## src/rtl/t_state_sequencer.sv

```systemverilog
// T-state / machine-cycle sequencer for the 8008 core: walks T1..T5, WAIT and STOPPED,
// tracks the machine cycle and its type, and pulses IR load and interrupt acknowledge.
module t_state_sequencer #(
  parameter int PHASES  = 2,
  parameter int STATE_W = 3
) (
  input  logic               clk,
  input  logic               rst_n,
  input  logic               ready,
  input  logic               intr,
  input  logic [1:0]         dec_ncycles,
  input  logic [2:0]         dec_nstates,
  input  logic [1:0]         dec_cyc_type,
  input  logic               dec_halt,
  output logic [STATE_W-1:0] state,
  output logic               sync,
  output logic               adv,
  output logic [1:0]         cycle,
  output logic [1:0]         cyc_type,
  output logic               ld_ir,
  output logic               intr_ack
);

  typedef enum logic [2:0] {
    S_WAIT = 3'b000,
    S_T2   = 3'b001,
    S_T1   = 3'b010,
    S_T1I  = 3'b011,
    S_T3   = 3'b100,
    S_T5   = 3'b101,
    S_STOP = 3'b110,
    S_T4   = 3'b111
  } state_t;

  localparam int PH_W = $clog2(PHASES);
  localparam logic [PH_W-1:0] PH_LAST = PH_W'(PHASES - 1);
  localparam logic [1:0] PCI = 2'd0;

  // Out-of-range decoder values fold onto the nearest legal count.
  function automatic logic [2:0] clamp_nstates(input logic [2:0] n);
    if (n < 3'd3)      return 3'd3;
    else if (n > 3'd5) return 3'd5;
    else               return n;
  endfunction

  function automatic logic [1:0] clamp_ncycles(input logic [1:0] n);
    return (n == 2'd0) ? 2'd1 : n;
  endfunction

  state_t          cur, nxt;
  logic [PH_W-1:0] phase;
  logic [1:0]      cycle_q, nxt_cycle;
  logic [1:0]      type_q, nxt_type;
  logic            intr_pend, pend_eff, end_cyc;
  logic [2:0]      nst;
  logic [1:0]      ncyc;

  assign adv      = (phase == PH_LAST);
  assign sync     = (phase == '0);
  assign state    = STATE_W'(cur);
  assign cycle    = cycle_q;
  assign cyc_type = type_q;
  assign intr_ack = (cur == S_T1I) && (phase == '0);
  // An interrupt arriving on the boundary clock itself must still be honoured.
  assign pend_eff = intr_pend | intr;
  assign nst      = clamp_nstates(dec_nstates);
  assign ncyc     = clamp_ncycles(dec_ncycles);

  always_ff @(posedge clk) begin
    if (!rst_n) begin
      cur       <= S_T1;
      phase     <= '0;
      cycle_q   <= 2'd0;
      type_q    <= PCI;
      intr_pend <= 1'b0;
    end else begin
      phase   <= adv ? '0 : phase + PH_W'(1);
      cur     <= nxt;
      cycle_q <= nxt_cycle;
      type_q  <= nxt_type;
      if (adv && nxt == S_T1I) intr_pend <= 1'b0;
      else if (intr)           intr_pend <= 1'b1;
    end
  end

  always_comb begin
    nxt       = cur;
    nxt_cycle = cycle_q;
    nxt_type  = type_q;
    ld_ir     = 1'b0;
    end_cyc   = 1'b0;
    if (adv) begin
      case (cur)
        S_T1, S_T1I:   nxt = S_T2;
        S_T2, S_WAIT:  nxt = ready ? S_T3 : S_WAIT;
        S_T3: begin
          ld_ir = (cycle_q == 2'd0);
          if (cycle_q == 2'd0 && type_q == PCI && dec_halt) nxt = S_STOP;
          else if (nst == 3'd3)                             end_cyc = 1'b1;
          else                                              nxt = S_T4;
        end
        S_T4: begin
          if (nst == 3'd4) end_cyc = 1'b1;
          else             nxt = S_T5;
        end
        S_T5:          end_cyc = 1'b1;
        S_STOP: begin
          if (pend_eff) begin
            nxt       = S_T1I;
            nxt_cycle = 2'd0;
            nxt_type  = PCI;
          end
        end
        default:       nxt = S_T1;
      endcase
      // Interrupts are only taken between instructions, never between machine cycles.
      if (end_cyc) begin
        if (({1'b0, cycle_q} + 3'd1) < {1'b0, ncyc}) begin
          nxt_cycle = cycle_q + 2'd1;
          nxt_type  = dec_cyc_type;
          nxt       = S_T1;
        end else begin
          nxt_cycle = 2'd0;
          nxt_type  = PCI;
          nxt       = pend_eff ? S_T1I : S_T1;
        end
      end
    end
  end

endmodule

```

## config.mk

```make
export PLATFORM = sky130hd
export DESIGN_NAME = t_state_sequencer
export DESIGN_NICKNAME = d
export VERILOG_FILES = /design/src/rtl/t_state_sequencer.sv
export SDC_FILE = /design/constraint.sdc
export NUM_CORES = 1
export LEC_CHECK = 0
export ABC_AREA = 1
export CAP_MARGIN = 20
export CORE_MARGIN = 4
export CORE_UTILIZATION = 47
export DETAILED_ROUTE_END_ITERATION = 12
export PLACE_DENSITY_LB_ADDON = 0.08
export SLEW_MARGIN = 10
export SYNTH_ARGS = -nofsm -noshare
export SYNTH_HDL_FRONTEND = slang
export SYNTH_SLANG_ARGS = --single-unit
```

## constraint.sdc

```tcl
create_clock -name clk -period 4.2 [get_ports clk]
set_clock_uncertainty 0.15 [all_clocks]
set_input_delay 0.84 -clock clk [delete_from_list [all_inputs] [get_ports clk]]
set_output_delay 0.84 -clock clk [all_outputs]
set_load 0.02 [all_outputs]
```

# Yosys cells after proc, flatten, opt, wreduce, memory -nomap -nowiden
# Cells that the tools add are included.
dict set report word_totals {
  regBits 9
  input_bits 12
  out_inout_bits 11
  wordCells 65
}
dict set report classes {
  add_sub_neg 3
  n_lt_le_gt_ge 3
  eq_ne 10
  n_mux 26
  bitwise 3
  n_reduce_logical 15
}
# op count
set ops {}
lappend ops {{$mux 3} 9}
lappend ops {{$eq 3x3->1 const B} 5}
lappend ops {{$pmux 3 s5} 1}
lappend ops {{$mux 2} 7}
lappend ops {{$eq 3x2->1 const B} 4}
lappend ops {{$mux 1} 8}
lappend ops {{$reduce_or 2->1} 4}
lappend ops {{$logic_not 2->1} 3}
lappend ops {{$logic_and 1x1->1} 4}
lappend ops {{$reduce_bool 2->1} 2}
lappend ops {{$add 2x1->3 const B} 1}
lappend ops {{$eq 3x1->1 const B} 1}
lappend ops {{$gt 3x3->1 const B} 1}
lappend ops {{$logic_not 3->1} 1}
lappend ops {{$lt 3x2->1} 1}
lappend ops {{$lt 3x2->1 const B} 1}
lappend ops {{$pmux 1 s3} 1}
lappend ops {{$reduce_and 3->1} 1}
lappend ops {{$add 2x1->2 const B} 1}
lappend ops {{$not 1->1} 2}
lappend ops {{$add 1x1->1 const B} 1}
lappend ops {{$or 1x1->1} 1}

# Depth between registers and ports, before layout
# Gate-level depths: netlist of run 1.
dict set report logic_depth {
  ltp_word 13
  depth_mapped 13
  depth_no_buf 13
}

# Worst setup path after synthesis of run 1
# Ideal clock, no wire load.
dict set report synth_path {
  path_kind {flip-flop to output port}
  start {register cur[1], in the netlist state[1]}
  end {output port intr_ack}
  t_arrival_ps 1349
  required_ps 3210
  setup_slack_ps 1861
  stages_incl_launch_ff 4
  n_path_buf 0
  path_cell_list {dfxtp_1 > inv_1 > or2_2 > nor3_1}
}
dict set report synth_via {
  elab_chain_len 2
}
# item line_no
set synth_rtl {}
lappend synth_rtl {{start: declaration} 50} ;# state_t cur, nxt;
lappend synth_rtl {{start signal: assignment} 78} ;# cur <= nxt;
lappend synth_rtl {{$eq 3x2->1} 63} ;# assign intr_ack = (cur == S_T1I) && (phase == '0);
lappend synth_rtl {{$logic_and 1x1->1} 63}
lappend synth_rtl {{end: declaration} 21} ;# output logic intr_ack
# No other way between the ends.

# Final worst setup path of run 1
# Ends and elaborated chain as after synthesis.

==> results of run 1 <==
[layout by cell type (no fill, tap or decap), drive strengths merged]
| master | n |
|---|---|
| nor3 | 1 |
| clkbuf | 4 |
| dfxtp | 9 |
| fa | 1 |
| a21oi | 7 |
| o31ai | 1 |
| inv | 16 |
| o21ai | 6 |
| nor2 | 18 |
| nand3 | 11 |
| nand2 | 27 |
| or2 | 1 |
| ha | 2 |
| clkdlybuf4s50 | 22 |
| nand3b | 1 |
[flip-flops by register name, indices dropped and copies added (netlist names)]
signal / flops
adv: 1
intr_pend: 1
state: 3
cycle: 2
cyc_type: 2
[critical path, delay by kind of cell, from the launching register on]
kind                   cells  cell delay, ns
DFF                        1            0.40
and+or+nand+nor            2            0.44
buffers and inverters      2            0.75
[metal layers]
| metal | wire length, µm | vias to the layer above | global-route usage | share of wire |
|---|---|---|---|---|
| li1 | - | 370 | - | - |
| met5 | 0 | - | 0 | 0 |
| met3 | 97 | 2 | 0.0158 | 0.060 |
| met1 | 740 | 304 | 0.224 | 0.46 |
| met4 | 27 | 0 | 0.125 | 0.017 |
| met2 | 740 | 24 | 0.281 | 0.46 |
[layout make-up]
type / count / area share
multi-input cells: 76 / 0.456
repair buffers: 22 / 0.237
flip-flops and latches: 9 / 0.194
inverters: 16 / 0.0646
clock buffers: 4 / 0.0283
well taps: 15 / 0.0202
[logic make-up after synthesis]
family / Yosys count / synth area share
compound gates: 14 / 0.114
fa+ha+maj: 3 / 0.0670
buf+inv: 17 / 0.101
simple gates: 59 / 0.451
flops: 9 / 0.268
[path summary, 6_finish.rpt]
check | end | slack, ns
worst max-delay path | intr_ack | 1.37
worst min-delay path | cyc_type[0] | 0.34
worst max register to register | cyc_type[1] | 2.31
worst min register to register | cyc_type[0] | 0.34
[stage by stage]
stage	hold slack, ns	setup WS (ns)
2_1_floorplan	0.381	1.86
3_3_place_gp	0.326	1.45
3_5_place_dp	0.328	1.41
4_1_cts	0.340	1.34
5_1_grt	0.360	1.25
6_report	0.344	1.37
[power groups by stage]
| stage | Clock [mW] | Sequential [mW] | Combinational (mW) |
|---|---|---|---|
| after global routing | 0.0742 | 0.0957 | 0.0513 |
| final | 0.0664 | 0.0951 | 0.0465 |
| after floorplan | 0 | 0.0976 | 0.0232 |
| after global placement | 0 | 0.0968 | 0.0457 |
| after CTS | 0.0702 | 0.0950 | 0.0468 |
| after detailed placement | 0 | 0.0970 | 0.0466 |
==> metrics.csv, run 1 <==
stage,metric,value,unit
sta,top achievable clock speed,0.353,GHz
final_layout,Layout Cells excl Fill,142,
placement,placed cell count,138,
sta,Slew headroom,0.701,
job,max-cap check violation count,0,
global_route,global route total overflow,0,
setup_path,Critical Path RT,3.21,ns
floorplanning,Ports,23,
setup_path,WP data arrival,1.84,ns
sta,Final Hold Fails,0,
global_route,pin count of the biggest net entering global routing,12,
setup_path,Critical Path Slowest Stage Cell,clkdlybuf4s50_1,
synth,sequential-to-total area share from yosys stat,0.268,
synth,cell count after synthesis,102,
synth,Mapped Area,672,µm²
sta,fin crit period,2.83,ns
synth,Synth top area share,0.268,
clock_tree,CTS Sinks,9,
setup_path,crit path launch type,flop,
pwr,Leak,0.436,nW
route,1st-iter DRT viols,10,
synth,Yosys reg bits,9,
synth,synth top area cells,"dfxtp_1 (27%), nand2_1 (14%), nand3_1 (7.4%)",
sta,setup TNS,0,ns
synth,Post-synth top cells,"nand2_1 (25), inv_1 (13), nor2_1 (13), nand3_1 (10), dfxtp_1 (9)",
pwr,sequential power share,0.457,
route,Residual DRC,0,
clock_tree,worst skew pair latency,0.26,ns
floorplanning,initial core utilization,0.510,
floorplanning,die footprint,2100,µm²
clock_tree,TritonCTS clock tree,built,
placement,routability cong.,0.773,
final_layout,filler instances,121,
sta,max-slew violations,0,
pwr,PwrDens,224,nW/µm²
sta,RSZ-0062 raised after global routing,false,
sta,Worst-Margin Slew,0.449,ns
run_status,status,finished clean,
setup_path,reg2reg start,cycle[0],
min_path,HP Class,flop to flop,
pwr,Comb pwr share,0.224,
clock_tree,# hold bufs at CTS,0,
final_layout,post-route cell area,930,µm²
placement,post-detail-place hpwl,1340,µm
clock_tree,CTS root buffer,clkbuf_4,
synth,post-synth net total,117,
route,via count,700,
final_layout,share of cells above drive strength 1,0.134,
synth,number of synthesis warnings,0,
final_layout,# diodes,0,
pwr,Design Power,0.208,mW
global_route,first-pass GRT wire length,2660,µm
route,Initial DRT Pass Iterations,4,
floorplanning,die width,45.8,µm
clock_tree,Num CTS Buffers,3,
route,remaining antenna violation count after routing,0,
sta,final setup vio count,0,
setup_path,Crit. End Element,primary output,
route,Routed WL,1610,µm
setup_path,crit path cell chain,inv_1 -> or2_2 -> nor3_1 -> clkdlybuf4s50_1,
final_layout,Storage cell area,180,µm²
route,WL/cell,11.3,µm
setup_path,type of the worst setup path,flop to primary output,
min_path,hold path cells,2,
synth,Post-synth ARST share,0,
final_layout,"Core Util, Final",0.706,
clock_tree,CTS max path bufs,2,
final_layout,area of the multi-input gates,424,µm²
global_route,vias in the first global route,636,
setup_path,crit path max fanout,5,
synth,top-count cell post-synth,nand2_1,
pwr,Psw,0.0592,mW
synth,leading area contributor after synthesis,dfxtp_1,
global_route,number of antenna violations at the first check in global routing,0,
placement,placed cell area,903,µm²
floorplanning,Die Y,45.8,µm
synth,main flop type after synthesis,dfxtp_1,
synth,Avg Synthesized Cell Area,6.59,µm²
synth,Synth cell types,22,
global_route,gr usage total,0.178,
pwr,Max rail drop VDD,0.236,mV
sta,final period utilization,0.674,
floorplanning,Core Region,1320,µm²
route,via/cell ratio,4.93,
clock_tree,clock slew at reported path FFs,0.06,ns
synth,"EDFF count, synth",0,
clock_tree,Post-CTS Setup Repair Bufs,0,
final_layout,Nets,143,
min_path,HP Start,cyc_type[0],
setup_path,CP peak stage delay,0.63,ns
pwr,Int Pwr,0.149,mW
final_layout,synthesis-to-finish area growth,38.4,%
pwr,switch share,0.285,
placement,I/O Buffers,22,
clock_tree,Resize count post-CTS,0,
pwr,clock network power share,0.319,
clock_tree,H-tree depth,1,
setup_path,Worst R2R Path Depth,8,
setup_path,Worst Setup SP,state[1],
floorplanning,number of placement rows,13,
Note: power is estimated with default switching activity, not from simulation.
==> run 2, diff against run 1 <==
--- a/config.mk
+++ b/config.mk
@@ -8,7 +8,7 @@
 export ABC_AREA = 1
 export CAP_MARGIN = 20
 export CORE_MARGIN = 4
-export CORE_UTILIZATION = 47
+export CORE_UTILIZATION = 39
 export DETAILED_ROUTE_END_ITERATION = 12
 export PLACE_DENSITY_LB_ADDON = 0.08
 export SLEW_MARGIN = 10
==> constraint.sdc (replaced) <==
create_clock -name clk -period 2.5 [get_ports clk]
set_clock_uncertainty 0.15 [all_clocks]
set_input_delay 0.5 -clock clk [delete_from_list [all_inputs] [get_ports clk]]
set_output_delay 0.5 -clock clk [all_outputs]
set_load 0.02 [all_outputs]
==> metrics.csv, run 2 (same netlist as run 1, synthesis figures left out) <==
stage,metric,value,unit
setup_path,Critical Path RT,1.85,ns
placement,Place WS,0.0423,ns
pwr,Psw,0.0997,mW
floorplanning,die footprint,2450,µm²
placement,post-detail-place hpwl,1220,µm
pwr,Comb pwr share,0.221,
clock_tree,CTS max path bufs,2,
sta,Final WS setup,0.146,ns
pwr,PwrDens,374,nW/µm²
placement,routability cong.,0.797,
final_layout,Nets,143,
final_layout,share of cells above drive strength 1,0.134,
clock_tree,Num CTS Buffers,3,
placement,placed cell area,905,µm²
sta,setup TNS,0,ns
pwr,sequential power share,0.457,
final_layout,filler instances,145,
sta,final period utilization,0.942,
route,WL/cell,10.7,µm
final_layout,post-route cell area,933,µm²
setup_path,Crit. End Element,primary output,
setup_path,crit path max fanout,8,
global_route,first-pass GRT wire length,2630,µm
sta,Worst-Margin Slew,0.444,ns
setup_path,WP data arrival,1.70,ns
sta,final setup vio count,0,
run_status,status,finished clean,
sta,Final Hold Fails,0,
clock_tree,clock slew at reported path FFs,0.06,ns
route,Initial DRT Pass Iterations,4,
route,via/cell ratio,4.77,
sta,RSZ-0062 raised after global routing,false,
floorplanning,number of placement rows,14,
floorplanning,die width,49.5,µm
sta,top achievable clock speed,0.425,GHz
route,remaining antenna violation count after routing,0,
final_layout,most frequent cells in the layout,"nand2_1 (25), clkdlybuf4s50_1 (21), inv_1 (13), nor2_1 (13), nand3_1 (10)",
final_layout,"leading cell type in the layout, fill and taps excluded",nand2_1,
floorplanning,Ports,23,
floorplanning,initial core utilization,0.431,
pwr,clock network power share,0.322,
floorplanning,Die Y,49.5,µm
clock_tree,H-tree depth,1,
pwr,Int Pwr,0.250,mW
route,1st-iter DRT viols,22,
pwr,switch share,0.285,
global_route,vias in the first global route,628,
global_route,pin count of the biggest net entering global routing,12,
job,max-cap check violation count,0,
setup_path,type of the worst setup path,flop to primary output,
clock_tree,CTS root buffer,clkbuf_4,
global_route,global route total overflow,0,
route,Routed WL,1530,µm
min_path,HP Class,flop to flop,
pwr,Leak,0.453,nW
placement,I/O Buffers,22,
sta,fin crit period,2.35,ns
clock_tree,CTS Sinks,9,
sta,max-slew violations,0,
final_layout,max FFs per register,3,
clock_tree,TritonCTS clock tree,built,
pwr,Max rail drop VDD,0.306,mV
final_layout,# diodes,0,
route,via count,682,
global_route,number of antenna violations at the first check in global routing,0,
clock_tree,worst skew pair latency,0.26,ns
floorplanning,Core Region,1560,µm²
clock_tree,Post-CTS Setup Repair Bufs,0,
sta,Slew headroom,0.703,
global_route,gr usage total,0.133,
final_layout,synthesis-to-finish area growth,38.9,%
setup_path,crit path launch type,flop,
route,Residual DRC,0,
-- run 2: changes by cell type in the layout (fill, tap and decap cells not counted) --
cell / previous run / this run
dlymetal6s2s_1: 0 / 1
clkdlybuf4s50_1: 22 / 21
-- run 2: area by class of cell --
| cell class | count | area (µm²) | share of cell area |
|---|---|---|---|
| Tap cell | 16 | 20.0 | 0.0214 |
| Multi-Input combinational cell | 76 | 424 | 0.454 |
| Clock buffer | 4 | 26.3 | 0.0282 |
| Sequential cell | 9 | 180 | 0.193 |
| Inverter | 16 | 60.1 | 0.0643 |
| Timing Repair Buffer | 22 | 223 | 0.239 |
-- run 2: metal layers --
layer  share of wire  vias up  track usage
li1                -      373            -
met1            0.50      287        0.176
met2            0.42       18        0.201
met3           0.067        4       0.0301
met4           0.012        0       0.0691
met5               0        -            0
-- run 2: power groups by stage --
| stage | sequential (mW) | combinational, mW | clock (mW) |
|---|---|---|---|
| global route | 0.161 | 0.0848 | 0.121 |
| global placement | 0.163 | 0.0774 | 0 |
| floorplan | 0.164 | 0.0390 | 0 |
| finish | 0.160 | 0.0773 | 0.112 |
| CTS | 0.160 | 0.0782 | 0.114 |
| detailed placement | 0.163 | 0.0775 | 0 |
-- run 2: worst paths after layout --
kind                     from     endpoint  slack, ns  depth (start not counted)
setup / recovery     state[2]        ld_ir       0.15                          5
hold / removal    cyc_type[0]  cyc_type[0]       0.35                          2
setup reg to reg     cycle[0]    intr_pend       0.63                         10
hold reg to reg   cyc_type[0]  cyc_type[0]       0.35                          2
-- run 2: timing repair --
item / 4_1_cts / 5_1_grt
endpoints found under the setup margin: 0 / 1
gates resized for setup: 0 / 1
hold buffers: 0 / 0
-- run 2: through the flow --
stage                     power [mW]  instances  hold WS, ns   util
after floorplan                0.203        102        0.381      -
after global placement         0.240        139        0.327  0.580
after detailed placement       0.240        139        0.331  0.580
after CTS                      0.351        143        0.342  0.597
after global routing           0.367        143        0.366  0.599
final                          0.349        143        0.346  0.599
-- run 2: worst max-delay path: stages (launching register included) --
cell and delay [ns]:
dfxtp_1 0.46, nand2_2 0.11, nor2_4 0.13, inv_2 0.06, nor2_1 0.08, clkdlybuf4s50_1 0.60
==> run 3, diff against run 2 <==
--- a/config.mk
+++ b/config.mk
@@ -11,6 +11,7 @@
 export CORE_UTILIZATION = 39
 export DETAILED_ROUTE_END_ITERATION = 12
 export PLACE_DENSITY_LB_ADDON = 0.08
+export SETUP_SLACK_MARGIN = 0.4
 export SLEW_MARGIN = 10
 export SYNTH_ARGS = -nofsm -noshare
 export SYNTH_HDL_FRONTEND = slang
==> metrics.csv, run 3 (same netlist as run 1, synthesis figures left out) <==
stage,metric,value,unit
route,Residual DRC,0,
global_route,global route total overflow,0,
clock_tree,worst skew pair latency,0.26,ns
final_layout,"leading cell type in the layout, fill and taps excluded",nand2_1,
sta,final period utilization,0.814,
sta,Slew headroom,0.820,
final_layout,most frequent cells in the layout,"nand2_1 (25), clkdlybuf4s50_1 (18), inv_1 (13)",
floorplanning,number of placement rows,14,
route,via/cell ratio,4.83,
final_layout,# diodes,0,
pwr,Max rail drop VDD,0.316,mV
placement,Place WS,0.0423,ns
sta,Final Hold Fails,0,
clock_tree,H-tree depth,1,
pwr,Leak,0.456,nW
clock_tree,TritonCTS clock tree,built,
route,remaining antenna violation count after routing,0,
setup_path,Critical Path RT,1.85,ns
setup_path,WP data arrival,1.38,ns
setup_path,crit path launch type,flop,
sta,final setup vio count,0,
floorplanning,Ports,23,
floorplanning,initial core utilization,0.431,
route,Initial DRT Pass Iterations,4,
sta,max-slew violations,0,
final_layout,max FFs per register,3,
setup_path,crit path cell chain,clkdlybuf4s50_1,
sta,RSZ-0062 raised after global routing,true,
job,max-cap check violation count,0,
sta,top achievable clock speed,0.492,GHz
setup_path,CP top delay family,buffers and inverters,
floorplanning,die width,49.5,µm
placement,post-detail-place hpwl,1220,µm
setup_path,CP bufs+invs,1,
min_path,HP Class,flop to flop,
run_status,status,finished clean,
route,1st-iter DRT viols,22,
clock_tree,CTS root buffer,clkbuf_4,
floorplanning,Core Region,1560,µm²
floorplanning,die footprint,2450,µm²
global_route,vias in the first global route,643,
global_route,first-pass GRT wire length,2710,µm
final_layout,share of cells above drive strength 1,0.189,
setup_path,type of the worst setup path,flop to primary output,
clock_tree,clock slew at reported path FFs,0.06,ns
sta,setup TNS,0,ns
setup_path,Crit. End Element,primary output,
clock_tree,CTS Sinks,9,
placement,I/O Buffers,22,
setup_path,CP peak stage delay,0.66,ns
route,via count,690,
clock_tree,Num CTS Buffers,3,
final_layout,Nets,143,
route,Routed WL,1570,µm
setup_path,crit path max fanout,11,
final_layout,synthesis-to-finish area growth,38.7,%
clock_tree,# hold bufs at CTS,0,
pwr,PwrDens,377,nW/µm²
clock_tree,CTS max path bufs,2,
global_route,gr usage total,0.138,
global_route,pin count of the biggest net entering global routing,12,
floorplanning,Die Y,49.5,µm
sta,Final WS setup,0.466,ns
sta,Worst-Margin Slew,0.270,ns
placement,routability cong.,0.797,
global_route,number of antenna violations at the first check in global routing,0,
setup_path,Critical Path Slowest Stage Cell,clkdlybuf4s50_1,
sta,fin crit period,2.03,ns
route,WL/cell,11.0,µm
[run 3: per-layer routing]
layer,vias to the layer above,share of wire,global-route usage
met5,-,0,0
met4,0,0.012,0.0691
met3,4,0.062,0.0301
met2,18,0.44,0.219
met1,296,0.49,0.177
li1,372,-,-
[run 3: layout make-up]
| type | count | area (µm²) |
|---|---|---|
| inverters | 16 | 60.1 |
| repair buffers | 22 | 211 |
| flip-flops and latches | 9 | 184 |
| multi-input cells | 76 | 430 |
| clock buffers | 4 | 26.3 |
| well taps | 16 | 20.0 |
| fillers | 149 | 627 |
[run 3: power by group]
| part | internal (mW) | leakage (nW) | total (mW) | switching (mW) |
|---|---|---|---|---|
| logic | 0.0379 | 0.366 | 0.0767 | 0.0388 |
| registers | 0.150 | 0.0749 | 0.160 | 0.0105 |
| clock network | 0.0616 | 0.0150 | 0.115 | 0.0533 |
| total | 0.249 | 0.456 | 0.352 | 0.103 |
[run 3: path summary, 6_finish.rpt]
check	start	end	slack, ns	cells after the start
worst max-delay path	adv	adv	0.47	1
worst min-delay path	cyc_type[0]	cyc_type[0]	0.35	2
worst max register to register	cycle[0]	intr_pend	0.62	10
worst min register to register	cyc_type[0]	cyc_type[0]	0.35	2
[run 3: repair_timing]
action / in CTS / in global routing
endpoints found under the setup margin: 9 / 3
pin swaps: 4 / 0
resized for setup: 9 / 5
buffers inserted: 0 / 0
[run 3: through the flow]
step	power (mW)	std cells	hold WS (ns)	util	instance area (µm²)
floorplan	0.203	102	0.381	-	672
global placement	0.240	139	0.327	0.580	905
detailed placement	0.240	139	0.331	0.580	905
CTS	0.352	143	0.342	0.602	938
global route	0.370	143	0.367	0.598	932
finish	0.352	143	0.346	0.598	932
==> RTL edit: new RTL, config.mk and constraints of run 2 <==
The parameter `PHASES` goes from 2 to 4.
--- a/src/rtl/t_state_sequencer.sv
+++ b/src/rtl/t_state_sequencer.sv
@@ -3,3 +3,3 @@
 module t_state_sequencer #(
-  parameter int PHASES  = 2,
+  parameter int PHASES  = 4,
   parameter int STATE_W = 3
Behaviour: not the same (Yosys sat finds a counterexample within 4 cycles, from zero or initial values and one cycle with rst_n low).
==> RTL edit against run 2 <==
Setup slack gained 0.015 ns; largest cell class unchanged; wire length grew 3.1%; via count grew 7.2%; design area grew 8.0%; sequential cell count grew 1; total power grew 3.5%; critical endpoint unchanged; synthesized area grew 8.9%; maximum frequency grew 0.64%.
==> RTL edit: results <==
grt:
  grt_usage: 0.1331
  grt_pass1_vias: 684
  grt_max_degree: 8
  grt_pass1_wl_mm: 2.697
routing:
  routedWlPerCell_um: 9.494
  viasPerCell: 4.404
  drt_iter0_markers: 16
cts:
  cts_max_path_buffers: 2
  cts.clk_slew.worst_paths_ns: 0.06
  cts_made_buffers: 3
  cts_max_level: 1
  cts_setup_buffers: 0
synthesis:
  synth-seq-area-share: 0.2735
  synth_fp_nets: 133
  synth_flop_cell: "dfxtp_1"
  synth_cell_type_count: 23
  yosys-top-cells-count: "nand2_1, inv_1, nor2_1"
  synth.area.top_cells: "dfxtp_1, nand2_1, inv_1, nor2_1, ha_1"
power_and_ir_drop:
  net-switching-power_uw: 97.42
  leakage_uw: 0.0004735
  ir_worst_vdd_v: 0.0002949
place:
  place_congestion: 0.8434
  hpwlAfterDp_mm: 1.351
final_layout:
  largest_reg_flops: 3
  n_antenna_cell: 0
  drive_above_1_share: 0.1206
  fin_nets: 160
hold_path:
  min_path_type: "flip-flop to flip-flop"
worst_setup_path:
  max_stage_delay_ns: 0.60
  cp_max_fo: 7
  critical_path_arrival_ns: 1.69
timing:
  tightest_slew_ns: 0.3023
run_status:
  status: "finished clean"
==> RTL edit: changes by cell type in the layout (fill, tap and decap cells not counted), moves of 2 or more <==
| cell | before | now |
|---|---|---|
| nand2_1 | 25 | 28 |
| nand3_1 | 10 | 6 |
| nor2_4 | 4 | 1 |
| a31oi_1 | 0 | 2 |
| ha_1 | 2 | 4 |
| inv_2 | 3 | 1 |
| nor2_1 | 13 | 18 |
| inv_1 | 13 | 20 |
| nor2_2 | 1 | 4 |
==> RTL edit: stage by stage <==
step                      power [µW]  instance area (µm²)  setup WS (ns)  std cells  utilization
after floorplan                224.6                732.0         0.6355        116            -
after global placement         264.1                985.9        0.08884        163       0.5649
after detailed placement       265.0                985.9        0.08715        163       0.5649
after CTS                      366.2                 1008         0.1605        166       0.5778
after global routing           386.5                 1008        0.03320        166       0.5778
final                          361.7                 1008         0.1611        166       0.5778
==> RTL edit: final timing paths <==
check / start / cells after the start / slack (ns) / endpoint
worst max-delay path: state[2]$_SDFF_PN0_ / 5 / 0.16 / ld_ir
worst min-delay path: phase[0]$_SDFF_PP0_ / 1 / 0.30 / phase[0]$_SDFF_PP0_
worst max register to register: cycle[0]$_SDFFE_PN0P_ / 8 / 0.68 / cyc_type[1]$_SDFFE_PN0P_
worst min register to register: phase[0]$_SDFF_PP0_ / 1 / 0.30 / phase[0]$_SDFF_PP0_
==> RTL edit: critical path, delay by kind of cell, from the launching register on <==
family	cells	cell delay (ns)
buffers and inverters	2	0.68
DFF	1	0.44
and+or+nand+nor	3	0.32
==> RTL edit: logic make-up after synthesis <==
logic type,after synthesis,share of synthesized area
AO/OA/AOI/OAI,13,0.09744
adder cells (fa/ha/maj),5,0.09573
buffers and inverters,23,0.1213
flip-flops,10,0.2735
AND/OR/NAND/NOR,65,0.4120
==> RTL edit: power groups by stage <==
stage	clock network (µW)	logic, µW	registers, µW
after global routing	115	96.6	175
after floorplan	0	45.3	179
after global placement	0	86.3	178
final	101	86.3	174
after detailed placement	0	87.0	178
after CTS	104	87.4	174
==> RTL edit: per-layer routing <==
metal  vias to the layer above  part of all wire  global-route usage
met5                         -                 0                   0
met4                         0            0.0063             0.06987
met3                         2             0.043             0.02624
met2                        13              0.43              0.2060
met1                       306              0.52              0.1735
li1                        410                 -                   -
==> RTL edit: cell type report <==
cell class | instances | area, µm²
inverters | 22 | 83.83
flip-flops and latches | 10 | 200.2
multi-input cells | 83 | 442.9
clock buffers | 3 | 22.52
repair buffers | 23 | 227.7
well taps | 25 | 31.28
fillers | 187 | 737.0
